`src/rtl/store_buffer_ctrl.sv`:
```
// store_buffer_ctrl
//   Memory-side responder for the execute stage. Stores are posted into a
//   DEPTH-entry FIFO and acknowledged immediately; the FIFO drains to the
//   data-memory bus in order. Loads and fences wait until every posted
//   store has reached the bus, so memory ordering is preserved.
//
//   Optional build macro: STORE_FORWARD_EN
//     When defined, a load whose youngest matching FIFO entry is a full-word
//     store is answered directly from the FIFO in one cycle. When undefined,
//     no address comparators are built and loads always wait for the drain.
//
// Ports
//   clk, rst              clock, asynchronous active-high reset
//   req_valid/fence/addr/wdata/wstrb   execute-stage request (held until rsp_ready)
//   rsp_ready, rsp_rdata  one-cycle completion pulse and load data
//   dmem_valid/addr/wdata/wstrb, dmem_ready, dmem_rdata   data-memory bus
//   empty, count          FIFO status
module store_buffer_ctrl #(
  parameter int DEPTH = 4,
  parameter int CNT_W = $clog2(DEPTH + 1)
) (
  input  logic             clk,
  input  logic             rst,
  input  logic             req_valid,
  input  logic             req_fence,
  input  logic [31:0]      req_addr,
  input  logic [31:0]      req_wdata,
  input  logic [3:0]       req_wstrb,
  output logic             rsp_ready,
  output logic [31:0]      rsp_rdata,
  output logic             dmem_valid,
  output logic [31:0]      dmem_addr,
  output logic [31:0]      dmem_wdata,
  output logic [3:0]       dmem_wstrb,
  input  logic             dmem_ready,
  input  logic [31:0]      dmem_rdata,
  output logic             empty,
  output logic [CNT_W-1:0] count
);

  localparam int PTR_W = $clog2(DEPTH);

  typedef enum logic [1:0] {IDLE, LOAD, RESP} state_t;

  state_t           state_q, state_d;
  logic [PTR_W-1:0] wr_ptr_q, rd_ptr_q;
  logic [CNT_W-1:0] count_q;
  logic [31:0]      rdata_q, rdata_d;

  // FIFO storage; no reset needed since count_q qualifies every entry.
  logic [31:0]      addr_mem  [DEPTH];
  logic [31:0]      wdata_mem [DEPTH];
  logic [3:0]       strb_mem  [DEPTH];

  logic             push, pop, is_empty, is_full, drain_valid;

  assign is_empty    = (count_q == '0);
  assign is_full     = (count_q == CNT_W'(DEPTH));
  // The head is offered to the bus whenever there is one, except while the
  // bus is owned by a load (which only happens with the FIFO empty anyway).
  assign drain_valid = !is_empty && (state_q != LOAD);
  assign pop         = drain_valid && dmem_ready;

`ifdef STORE_FORWARD_EN
  logic [DEPTH-1:0] fwd_hit;
  logic [PTR_W-1:0] fwd_slot [DEPTH];
  logic             fwd_full;
  logic [31:0]      fwd_data;

  // fwd_hit[gi] refers to the entry gi positions younger than the head.
  for (genvar gi = 0; gi < DEPTH; gi++) begin : g_fwd
    assign fwd_slot[gi] = rd_ptr_q + PTR_W'(gi);
    assign fwd_hit[gi]  = (CNT_W'(gi) < count_q) &&
                          (addr_mem[fwd_slot[gi]][31:2] == req_addr[31:2]);
  end

  // Later (younger) hits override earlier ones, so the youngest match wins;
  // a partial youngest match suppresses forwarding even if an older full one exists.
  always_comb begin
    fwd_full = 1'b0;
    fwd_data = '0;
    for (int k = 0; k < DEPTH; k++) begin
      if (fwd_hit[k]) begin
        fwd_full = (strb_mem[fwd_slot[k]] == 4'hF);
        fwd_data = wdata_mem[fwd_slot[k]];
      end
    end
  end
`endif

  always_comb begin
    state_d = state_q;
    rdata_d = rdata_q;
    push    = 1'b0;
    case (state_q)
      IDLE: begin
        if (req_valid) begin
          if (req_fence) begin
            if (is_empty) state_d = RESP;
          end else if (req_wstrb != 4'h0) begin
            // A same-cycle pop does not free a slot for this store.
            if (!is_full) begin
              push    = 1'b1;
              state_d = RESP;
            end
          end else begin
`ifdef STORE_FORWARD_EN
            if (fwd_full) begin
              rdata_d = fwd_data;
              state_d = RESP;
            end else if (is_empty) begin
              state_d = LOAD;
            end
`else
            if (is_empty) state_d = LOAD;
`endif
          end
        end
      end
      LOAD: begin
        if (dmem_ready) begin
          rdata_d = dmem_rdata;
          state_d = RESP;
        end
      end
      RESP:    state_d = IDLE;
      default: state_d = IDLE;
    endcase
  end

  always_comb begin
    dmem_valid = 1'b0;
    dmem_addr  = '0;
    dmem_wdata = '0;
    dmem_wstrb = '0;
    if (state_q == LOAD) begin
      dmem_valid = 1'b1;
      dmem_addr  = req_addr;
    end else if (drain_valid) begin
      dmem_valid = 1'b1;
      dmem_addr  = addr_mem[rd_ptr_q];
      dmem_wdata = wdata_mem[rd_ptr_q];
      dmem_wstrb = strb_mem[rd_ptr_q];
    end
  end

  always_ff @(posedge clk or posedge rst) begin
    if (rst) begin
      state_q  <= IDLE;
      wr_ptr_q <= '0;
      rd_ptr_q <= '0;
      count_q  <= '0;
      rdata_q  <= '0;
    end else begin
      state_q <= state_d;
      rdata_q <= rdata_d;
      if (push) wr_ptr_q <= wr_ptr_q + PTR_W'(1);
      if (pop)  rd_ptr_q <= rd_ptr_q + PTR_W'(1);
      if (push && !pop)      count_q <= count_q + CNT_W'(1);
      else if (pop && !push) count_q <= count_q - CNT_W'(1);
    end
  end

  always_ff @(posedge clk) begin
    if (push) begin
      addr_mem[wr_ptr_q]  <= req_addr;
      wdata_mem[wr_ptr_q] <= req_wdata;
      strb_mem[wr_ptr_q]  <= req_wstrb;
    end
  end

  assign rsp_ready = (state_q == RESP);
  assign rsp_rdata = rdata_q;
  assign empty     = is_empty;
  assign count     = count_q;

endmodule

```
`config.mk`:
```
export PLATFORM = sky130hd
export DESIGN_NAME = store_buffer_ctrl
export DESIGN_NICKNAME = d
export VERILOG_FILES = /design/src/rtl/store_buffer_ctrl.sv
export SDC_FILE = /design/constraint.sdc
export NUM_CORES = 1
export LEC_CHECK = 0
export CAP_MARGIN = 5
export CORE_MARGIN = 5
export CORE_UTILIZATION = 26
export DETAILED_ROUTE_END_ITERATION = 16
export PLACE_DENSITY = 0.44
export SLEW_MARGIN = 0
export SYNTH_ARGS = -nofsm -noshare
export SYNTH_HDL_FRONTEND = slang
export SYNTH_SLANG_ARGS = --single-unit
```
`constraint.sdc`:
```
create_clock -name clk -period 3 [get_ports clk]
set_input_delay 0.9 -clock clk [delete_from_list [all_inputs] [get_ports clk]]
set_output_delay 0.9 -clock clk [all_outputs]
set_load 0.005 [all_outputs]
```
After elaboration in Yosys (flattened, before gate mapping):

Memory sizes are Yosys's and may differ from the RTL's.
Index checks and enable logic that the tools add are counted.
Widths: inputs -> output; s select.

* equality and inequality tests: 9
* multiplexer cells: 25
* add/sub/neg operators: 4
* reductions and logical operators: 13

Operator list (number)
* $mux 32: 4
* $mux 2: 7
* $mux 1: 9
* $mux 4: 2
* $mux 3: 2
* $ne 3x3->1 const B: 2
* $reduce_and 5->1: 1
* $add 2x1->2 const B: 2
* $logic_and 1x1->1: 4
* $ne 2x2->1 const B: 2
* $ne 4x4->1 const B: 1
* $pmux 2 s2: 1
* $reduce_bool 4->1: 1
* $add 3x1->3 const B: 1
* $eq 3x3->1 const B: 1
* $logic_not 1->1: 3
* $logic_not 3->1: 1
* $sub 3x1->3 const B: 1
* $eq 2x1->1 const B: 1
* $eq 2x2->1 const B: 1
* $logic_not 2->1: 1
* $ne 2x1->1 const B: 1
* $reduce_and 2->1: 1
* $reduce_bool 2->1: 1

* output and inout port bits: 106
* register bits: 41
* memories kept: 3
* word-level logic and storage cells: 59
* input bits: 105
* RAM bits: 272

Memories
* addr_mem: words 4, bits a word 32, read ports 1, clocked after memory_dff 0, write ports 1, line 51 `logic [31:0] addr_mem [DEPTH];`
* wdata_mem: words 4, bits a word 32, read ports 1, clocked after memory_dff 0, write ports 1, line 52 `logic [31:0] wdata_mem [DEPTH];`
* strb_mem: words 4, bits a word 4, read ports 1, clocked after memory_dff 0, write ports 1, line 53 `logic [3:0] strb_mem [DEPTH];`

Depth between registers and ports, before layout:

Gate-level depths: netlist of the first run.

* depth after elaboration: 10
* gate-level depth with buffers: 9
* depth with buffers taken out: 8

Worst setup path after synthesis of the first run:

Ideal clock, no wire load.

* path type: in2reg
* from: input port req_fence
* to: memory addr_mem[0][0], enable pin
* path buffers: 1
* arrival: 2632 ps
* library setup time: 396 ps
* stages on the path: 4
* data required time: 2604 ps
* setup slack: -28 ps
* cell sequence: or4b_1 and3b_1 buf_6 and2_2

* cells in the longest elaborated chain, start to end: 5

Ends and longest elaborated chain
* start: declaration: line 25 `input logic req_fence,`
* $mux 1: line 98 `if (req_fence) begin`
* $mux 1: line 97 `if (req_valid) begin`
* $mux 1: line 95 `case (state_q)`
* net push: line 55 `logic push, pop, is_empty, is_full, drain_valid;`
* $mux 1: line 165 `if (push) begin`
* $mux 1 (not written as such): line 166 `addr_mem[wr_ptr_q] <= req_addr;`
* end: declaration: line 51

The timed path passes the listed nets, and every way through them passes these cells.

Final worst setup path of the first run:

* from: register rd_ptr_q[0]
* to: output port dmem_addr[6]

* cells in the longest elaborated chain, start to end: 3

Ends and longest elaborated chain
* start: declaration: line 46 `logic [PTR_W-1:0] wr_ptr_q, rd_ptr_q;`
* start signal: assignment: line 158 `if (pop) rd_ptr_q <= rd_ptr_q + PTR_W'(1);`
* $mem_v2 4x32
* $mux 32: line 139 `end else if (drain_valid) begin`
* $mux 32: line 136 `if (state_q == LOAD) begin`
* end: declaration: line 32 `output logic [31:0] dmem_addr,`

Every way passes these cells.

==> results of run 1 <==
## per-stage QoR
step	setup slack [ps]	setup TNS (ps)	hold slack (ps)	cells
6_report	-155	-4600	501	1528
5_1_grt	-240	-9500	524	1527
4_1_cts	-207	-7720	505	1521
3_5_place_dp	-294	-19430	492	1419
3_3_place_gp	-272	-13340	488	1419
2_1_floorplan	-28.3	-7690	491	559
## kinds of logic after synthesis
kind of cell               Yosys count
xor gates and xnor gates             6
muxes                              102
and+or+nand+nor                     57
AOI/OAI and AO/OA                   35
DFF                                313
buffers and inverters               40
adders and majority gates            6
## cell type report
class | instances | area share [%]
Inverter | 5 | 0.129
Timing Repair Buffer | 330 | 19.7
Antenna cell | 1 | 0.0144
Clock inverter | 14 | 0.840
Multi-Input combinational cell | 208 | 16.7
Sequential cell | 313 | 52.8
Clock buffer | 50 | 5.47
Tap cell | 607 | 4.36
## critical path: stages (launching register included)
cell,delay (ps)
sky130_fd_sc_hd__dfrtp_4,520
sky130_fd_sc_hd__buf_12,160
sky130_fd_sc_hd__buf_12,130
sky130_fd_sc_hd__buf_16,140
sky130_fd_sc_hd__mux4_2,440
sky130_fd_sc_hd__a22o_1,210
sky130_fd_sc_hd__buf_2,130
## synth_stat cells, types with 2 or more instances
library cell	n	area share [%]
sky130_fd_sc_hd__and2_2	4	0.25
sky130_fd_sc_hd__nor2_1	4	0.12
sky130_fd_sc_hd__xor2_1	2	0.15
sky130_fd_sc_hd__clkbuf_1	20	0.62
sky130_fd_sc_hd__mux4_2	68	13
sky130_fd_sc_hd__nand2_1	2	0.062
sky130_fd_sc_hd__nor2b_1	2	0.10
sky130_fd_sc_hd__inv_1	5	0.16
sky130_fd_sc_hd__ha_1	5	0.52
sky130_fd_sc_hd__dfrtp_1	41	8.5
sky130_fd_sc_hd__xnor2_1	4	0.29
sky130_fd_sc_hd__and3_1	36	1.9
sky130_fd_sc_hd__edfxtp_1	272	68
sky130_fd_sc_hd__a22o_1	32	2.3
sky130_fd_sc_hd__nand4_1	2	0.10
sky130_fd_sc_hd__o21ai_0	2	0.083
sky130_fd_sc_hd__mux2_2	33	3.1
sky130_fd_sc_hd__buf_2	14	0.58
## layer usage
layer / share of wire (%) / up-vias / global-route usage, %
met3: 5.5 / 32 / 3.14
met2: 48 / 160 / 19.9
met4: 1.7 / 2 / 3.34
met1: 45 / 3469 / 16.4
met5: 0.038 / - / 0
li1: - / 2988 / -
## timing repair
| action | in CTS | in global routing |
|---|---|---|
| endpoints found under the setup margin | 70 | 68 |
| cloned | 9 | 0 |
| gates resized for setup | 376 | 12 |
| pin swaps | 50 | 4 |
| setup buffers | 30 | 8 |
## worst paths after layout
check	start	endpoint	slack [ps]	cells after the start
setup / recovery	rd_ptr_q[0]$_DFFE_PP0P_	dmem_addr[6]	-160	6
hold / removal	rsp_rdata[3]$_DFFE_PP0P_	rsp_rdata[3]$_DFFE_PP0P_	500	1
setup reg to reg	state_q[1]$_DFFE_PP0P_	count[2]$_DFFE_PP0P_	560	9
hold reg to reg	rsp_rdata[3]$_DFFE_PP0P_	rsp_rdata[3]$_DFFE_PP0P_	500	1
max in group asynchronous	rst	rd_ptr_q[1]$_DFFE_PP0P_	1770	3
min in group asynchronous	rst	rsp_rdata[30]$_DFFE_PP0P_	800	3
## report_power, final
group          switching (mW)  internal, mW  leakage (nW)
Sequential              0.149          5.24          2.99
Clock                    1.71          2.41         0.538
Combinational            2.40          3.82          2.78
Total                    4.26          11.5          6.31
## flip-flops by register name (all words and copies together) (netlist names)
name / count
addr_mem: 128
count: 3
rd_ptr_q: 2
rsp_rdata: 32
state_q: 2
strb_mem: 16
wdata_mem: 128
wr_ptr_q: 2
==> impl_metrics.tcl, run 1 <==
set metrics [dict create \
    synthFlopType "sky130_fd_sc_hd__edfxtp_1" \
    share_of_synthesized_cell_area_in_full_adder_half_adder_and_majority_cells_pct 0.684 \
    maximum_fanout_encountered_on_the_critical_timing_path 5 \
    chipWidth_um 226 \
    synth-compound-area-share_pct 2.48 \
    numCtsBuffers 36 \
    num-nets-final 1005 \
    max-slew-margin-rel_pct 63.8 \
    first_global_vias 7331 \
    final_period_minus_worst_setup_slack_ps 3160 \
    sequential_cell_area_um2 9200 \
    h_tree_level_count 2 \
    antenna_found_initial 1 \
    fin_skew_ps 12.6 \
    max-vdd-ir-drop_uv 353 \
    p_leak_nw 6.31 \
    synth_simple_gate_area_share_pct 2.97 \
    hpwlAfterDp_um 18600 \
    clkLatencyLatePin_ps 540 \
    final_core_utilization_pct 37.7 \
    ys.warnings.count 0 \
    residual_drc_count 0 \
    nFillCells 4351 \
    power_mw 15.7 \
    core_outline_area_um2 46300 \
    critPathCaptureType "output pin" \
    postSynthNetCount 670 \
    outcome "complete, but fails checks" \
    numClockSinks 313 \
    placed_instance_area_um2 15600 \
    drt-pass1-iter-count 4 \
    final-setup-viol-count 56 \
    placement.io_buffers 210 \
    grt_max_degree 42 \
    failed_checks "negative setup slack" \
    share_of_post_route_cells_with_drive_strength_above_1_pct 41.4 \
    syn_area_per_cell_um2 21.6 \
    timing.critical_path.from_type "flip-flop" \
    max_freq_mhz 317 \
    grt_setup_unrepaired "true" \
    synth_async_sr_flop_share_pct 13.1 \
    powerDensity_nw_per_um2 903 \
    layout-area-overhead-vs-synth_pct 44.3 \
    groute.usage.overall_pct 12.2 \
    hold_violations 0 \
    post_synth_num_cell_types 29 \
    synth.mux.area_fraction_pct 15.9 \
    stdcell_area_um2 17400 \
    post_synthesis_sequential_element_count 313 \
    first_iter_violations 347 \
    placement_rows 79 \
    ctsHoldBuffers 0 \
    cts-root-to-sink-buffers 3 \
    remaining_overflow_grt 0 \
    synth_edf_count 272 \
    leading_cell_type_in_the_layout_fill_and_taps_excluded "sky130_fd_sc_hd__edfxtp_1" \
    dieHeight_um 226 \
    postLayoutSetupSlackWorst_ps -155 \
    vias 6651 \
    clock_tree_from_tritoncts "done" \
    worstPathRequired_ps 2100 \
    mostFrequentLayoutCells "sky130_fd_sc_hd__edfxtp_1 (272), sky130_fd_sc_hd__clkdlybuf4s50_1 (140), sky130_fd_sc_hd__mux4_2 (68)" \
    grt_pass1_wl_um 46800 \
    clk_transition_reported_paths_ps 60 \
    syn_area_um2 12100 \
    die_area_um2 50900 \
    synth_xor_xnor_area_share_pct 0.435 \
    floorplan.initialDensity_pct 26.1 \
    timing.max_cap.violations 0 \
    io_pins 211 \
    wl_per_cell_um 20.5 \
    fin_crit_sh_pct 105 \
    critical_path_arrival_ps 2260 \
    gpl.final_weighted_congestion 0.673 \
    timing.hold.worst.class "reg -> reg" \
    seq_area_frac_synth_pct 76.1 \
    timing.final.max_slew_violations 0 \
    postRouteWirelength_um 31300 \
    combinational_family_with_the_most_area_after_synthesis "multiplexers" \
    multiInputGateArea_um2 2910 \
    route.detailed.vias_per_inst 4.35 \
    synthesis.instances 559 \
    criticalPathCategory "reg -> out" \
    drt.antenna.violating_nets 0 \
    worst_slew_pin_tran_ps 544 \
    cts-root-buf "sky130_fd_sc_hd__clkbuf_16" \
]
Power figures use the tool's default switching activity.
==> inputs of run 2 (changes only) <==
--- a/config.mk
+++ b/config.mk
@@ -14,3 +14,4 @@
 export SYNTH_ARGS = -nofsm -noshare
 export SYNTH_HDL_FRONTEND = slang
 export SYNTH_SLANG_ARGS = --single-unit
+export TNS_END_PERCENT = 100
==> results of run 2 <==
The final DEF is identical to that of run 1; final timing and power are the same.
==> inputs of run 3 (changes only) <==
--- a/config.mk
+++ b/config.mk
@@ -8,9 +8,10 @@
 export CAP_MARGIN = 5
 export CORE_MARGIN = 5
 export CORE_UTILIZATION = 26
+export CTS_BUF_LIST = sky130_fd_sc_hd__clkbuf_4
 export DETAILED_ROUTE_END_ITERATION = 16
 export PLACE_DENSITY = 0.44
-export SLEW_MARGIN = 0
+export SLEW_MARGIN = 20
 export SYNTH_ARGS = -nofsm -noshare
 export SYNTH_HDL_FRONTEND = slang
 export SYNTH_SLANG_ARGS = --single-unit
==> run 3 against run 2 <==
Effect of this change: the flow still finishes with violations (negative setup slack); design area hardly changed; wire length is 0.63% higher; combinational power is 2% lower; critical path depth stayed put; hold slack better by 0.63 ps; register-to-register slack hardly changed; non-clock buffer count is 7 lower; via count is 4.0% higher; first-iteration DRC count is 11% lower; critical endpoint is now dmem_addr[31]; largest power group unchanged; highest routed layer unchanged.
==> impl_metrics.tcl, run 3 (same netlist as run 1, synthesis figures left out) <==
set metrics [dict create \
    layout-area-overhead-vs-synth_pct 44.2 \
    clock_tree_from_tritoncts "done" \
    leading_cell_type_in_the_layout_fill_and_taps_excluded "sky130_fd_sc_hd__edfxtp_1" \
    swShare_pct 27.5 \
    cts-root-to-sink-buffers 3 \
    p_leak_nw 6.42 \
    critical-path-top-delay-family "buffers and inverters" \
    clk_transition_reported_paths_ps 60 \
    reg2reg_depth 9 \
    cts-root-buf "sky130_fd_sc_hd__clkbuf_4" \
    gpl.final_weighted_congestion 0.673 \
    critPathCaptureType "output pin" \
    vias 6919 \
    groute.usage.overall_pct 12.4 \
    max_freq_mhz 293 \
    drt-pass1-iter-count 4 \
    critical_path_arrival_ps 2510 \
    antenna_found_initial 3 \
    share_seq_of_total_power_pct 35.0 \
    core_outline_area_um2 46300 \
    max-vdd-ir-drop_uv 381 \
    timing.rr.start "state_q[1]$_DFFE_PP0P_" \
    placement.io_buffers 210 \
    comb_power_share_pct 39.8 \
    worstReg2RegEnd "count[2]$_DFFE_PP0P_" \
    dieHeight_um 226 \
    hold_violations 0 \
    failed_checks "negative setup slack" \
    max-slew-margin-rel_pct 64.1 \
    io_pins 211 \
    power.net_switching_mw 4.24 \
    remaining_overflow_grt 0 \
    hold_path_depth 1 \
    grt_max_degree 42 \
    ctsHoldBuffers 0 \
    numCtsBuffers 87 \
    grt_pass1_wl_um 47100 \
    timing.hold.worst.class "reg -> reg" \
    hpwlAfterDp_um 18600 \
    fin_crit_sh_pct 114 \
    final_cell_count_without_fillers 1615 \
    timing.setup.tns_ps -20470 \
    slowest_delay_ps 520 \
    multiInputGateArea_um2 2920 \
    chipWidth_um 226 \
    share_clk_of_total_power_pct 25.3 \
    num-nets-final 1049 \
    fin_skew_ps 36.9 \
    powerDensity_nw_per_um2 884 \
    outcome "complete, but fails checks" \
    timing.final.max_slew_violations 0 \
    placement_rows 79 \
    first_global_vias 7739 \
    nFillCells 4405 \
    final_period_minus_worst_setup_slack_ps 3410 \
    first_iter_violations 310 \
    drt.antenna.violating_nets 0 \
    min_to "rsp_rdata[3]$_DFFE_PP0P_" \
    worstPathRequired_ps 2100 \
    reg2reg_setup_slack_ps 550 \
    residual_drc_count 0 \
    die_area_um2 50900 \
    sequential_cell_area_um2 9200 \
    mostFrequentLayoutCells "sky130_fd_sc_hd__edfxtp_1 (272), sky130_fd_sc_hd__clkdlybuf4s50_1 (139), sky130_fd_sc_hd__clkbuf_4 (134)" \
    worst_slew_pin_tran_ps 539 \
    cpMaxStageDelayCell "sky130_fd_sc_hd__dfrtp_4" \
    crit_path_cell_trace "buf_12 > buf_12 > buf_6 > mux4_2 > a22o_1 > buf_2" \
    floorplan.initialDensity_pct 26.1 \
    critPathMostFrequentCell "sky130_fd_sc_hd__buf_12" \
    timing.max_cap.violations 0 \
    numClockSinks 313 \
    maximum_fanout_encountered_on_the_critical_timing_path 6 \
    crit_buf_inv 4 \
    share_of_post_route_cells_with_drive_strength_above_1_pct 46.8 \
    clkLatencyLatePin_ps 780 \
    holdCritStartpoint "rsp_rdata[3]$_DFFE_PP0P_" \
    wl_per_cell_um 19.5 \
    criticalPathCategory "reg -> out" \
    grt_setup_unrepaired "true" \
    timing.critical_path.from_type "flip-flop" \
    dp_cell_count 1419 \
    final-setup-viol-count 68 \
    route.detailed.vias_per_inst 4.28 \
    intPower_mw 11.2 \
    postRouteWirelength_um 31500 \
    whs_ps 502 \
    h_tree_level_count 3 \
    postLayoutSetupSlackWorst_ps -413 \
]
[run 3: worst max path at each step]
stage	from	end	slack, ps	depth (start not counted)
6_report	rd_ptr_q[0]$_DFFE_PP0P_	dmem_addr[31]	-410	6
5_1_grt	rd_ptr_q[0]$_DFFE_PP0P_	dmem_addr[2]	-570	6
4_1_cts	rd_ptr_q[0]$_DFFE_PP0P_	dmem_addr[5]	-530	6
3_5_place_dp	req_wstrb[3]	count[1]$_DFFE_PP0P_	-290	7
3_3_place_gp	req_wstrb[3]	count[1]$_DFFE_PP0P_	-270	7
2_1_floorplan	req_fence	addr_mem[0][0]$_DFFE_PP_	-30	4
[run 3: cell type report]
cell class                 count  area share, %
multi-input combinational    208           16.7
clock inverter                20          0.747
inverter                       5          0.129
tap                          607           4.36
clock buffer                 134           5.77
timing repair buffer         323           19.4
antenna                        5         0.0718
sequential                   313           52.8
[run 3: layer usage]
layer,GRT usage [%],up-vias,part of all wire [%]
met5,0,-,0.063
met2,19.5,222,48
met3,4.43,45,6.6
li1,-,3139,-
met1,16.0,3511,44
met4,4.39,2,1.6
[run 3: what timing repair did]
item / CTS / global route
gates cloned: 8 / 1
buffers inserted: 29 / 4
pin swaps: 50 / 13
setup endpoints to repair: 71 / 69
gates resized for setup: 384 / 13
[run 3: per-stage QoR]
step	power, mW	area [µm²]	setup slack [ps]	util [%]
finish	15.4	17400	-413	37.7
global route	16.4	17400	-572	37.7
global placement	10.8	15600	-272	33.8
CTS	15.8	17400	-528	37.6
detailed placement	10.8	15600	-294	33.8
floorplan	7.89	12100	-28.3	-
[run 3: power groups by stage]
stage | clock network [mW] | registers (mW) | logic (mW)
3_3_place_gp | 0 | 5.49 | 5.35
3_5_place_dp | 0 | 5.49 | 5.32
5_1_grt | 4.38 | 5.43 | 6.61
2_1_floorplan | 0 | 5.46 | 2.43
4_1_cts | 4.10 | 5.39 | 6.33
6_report | 3.89 | 5.39 | 6.12
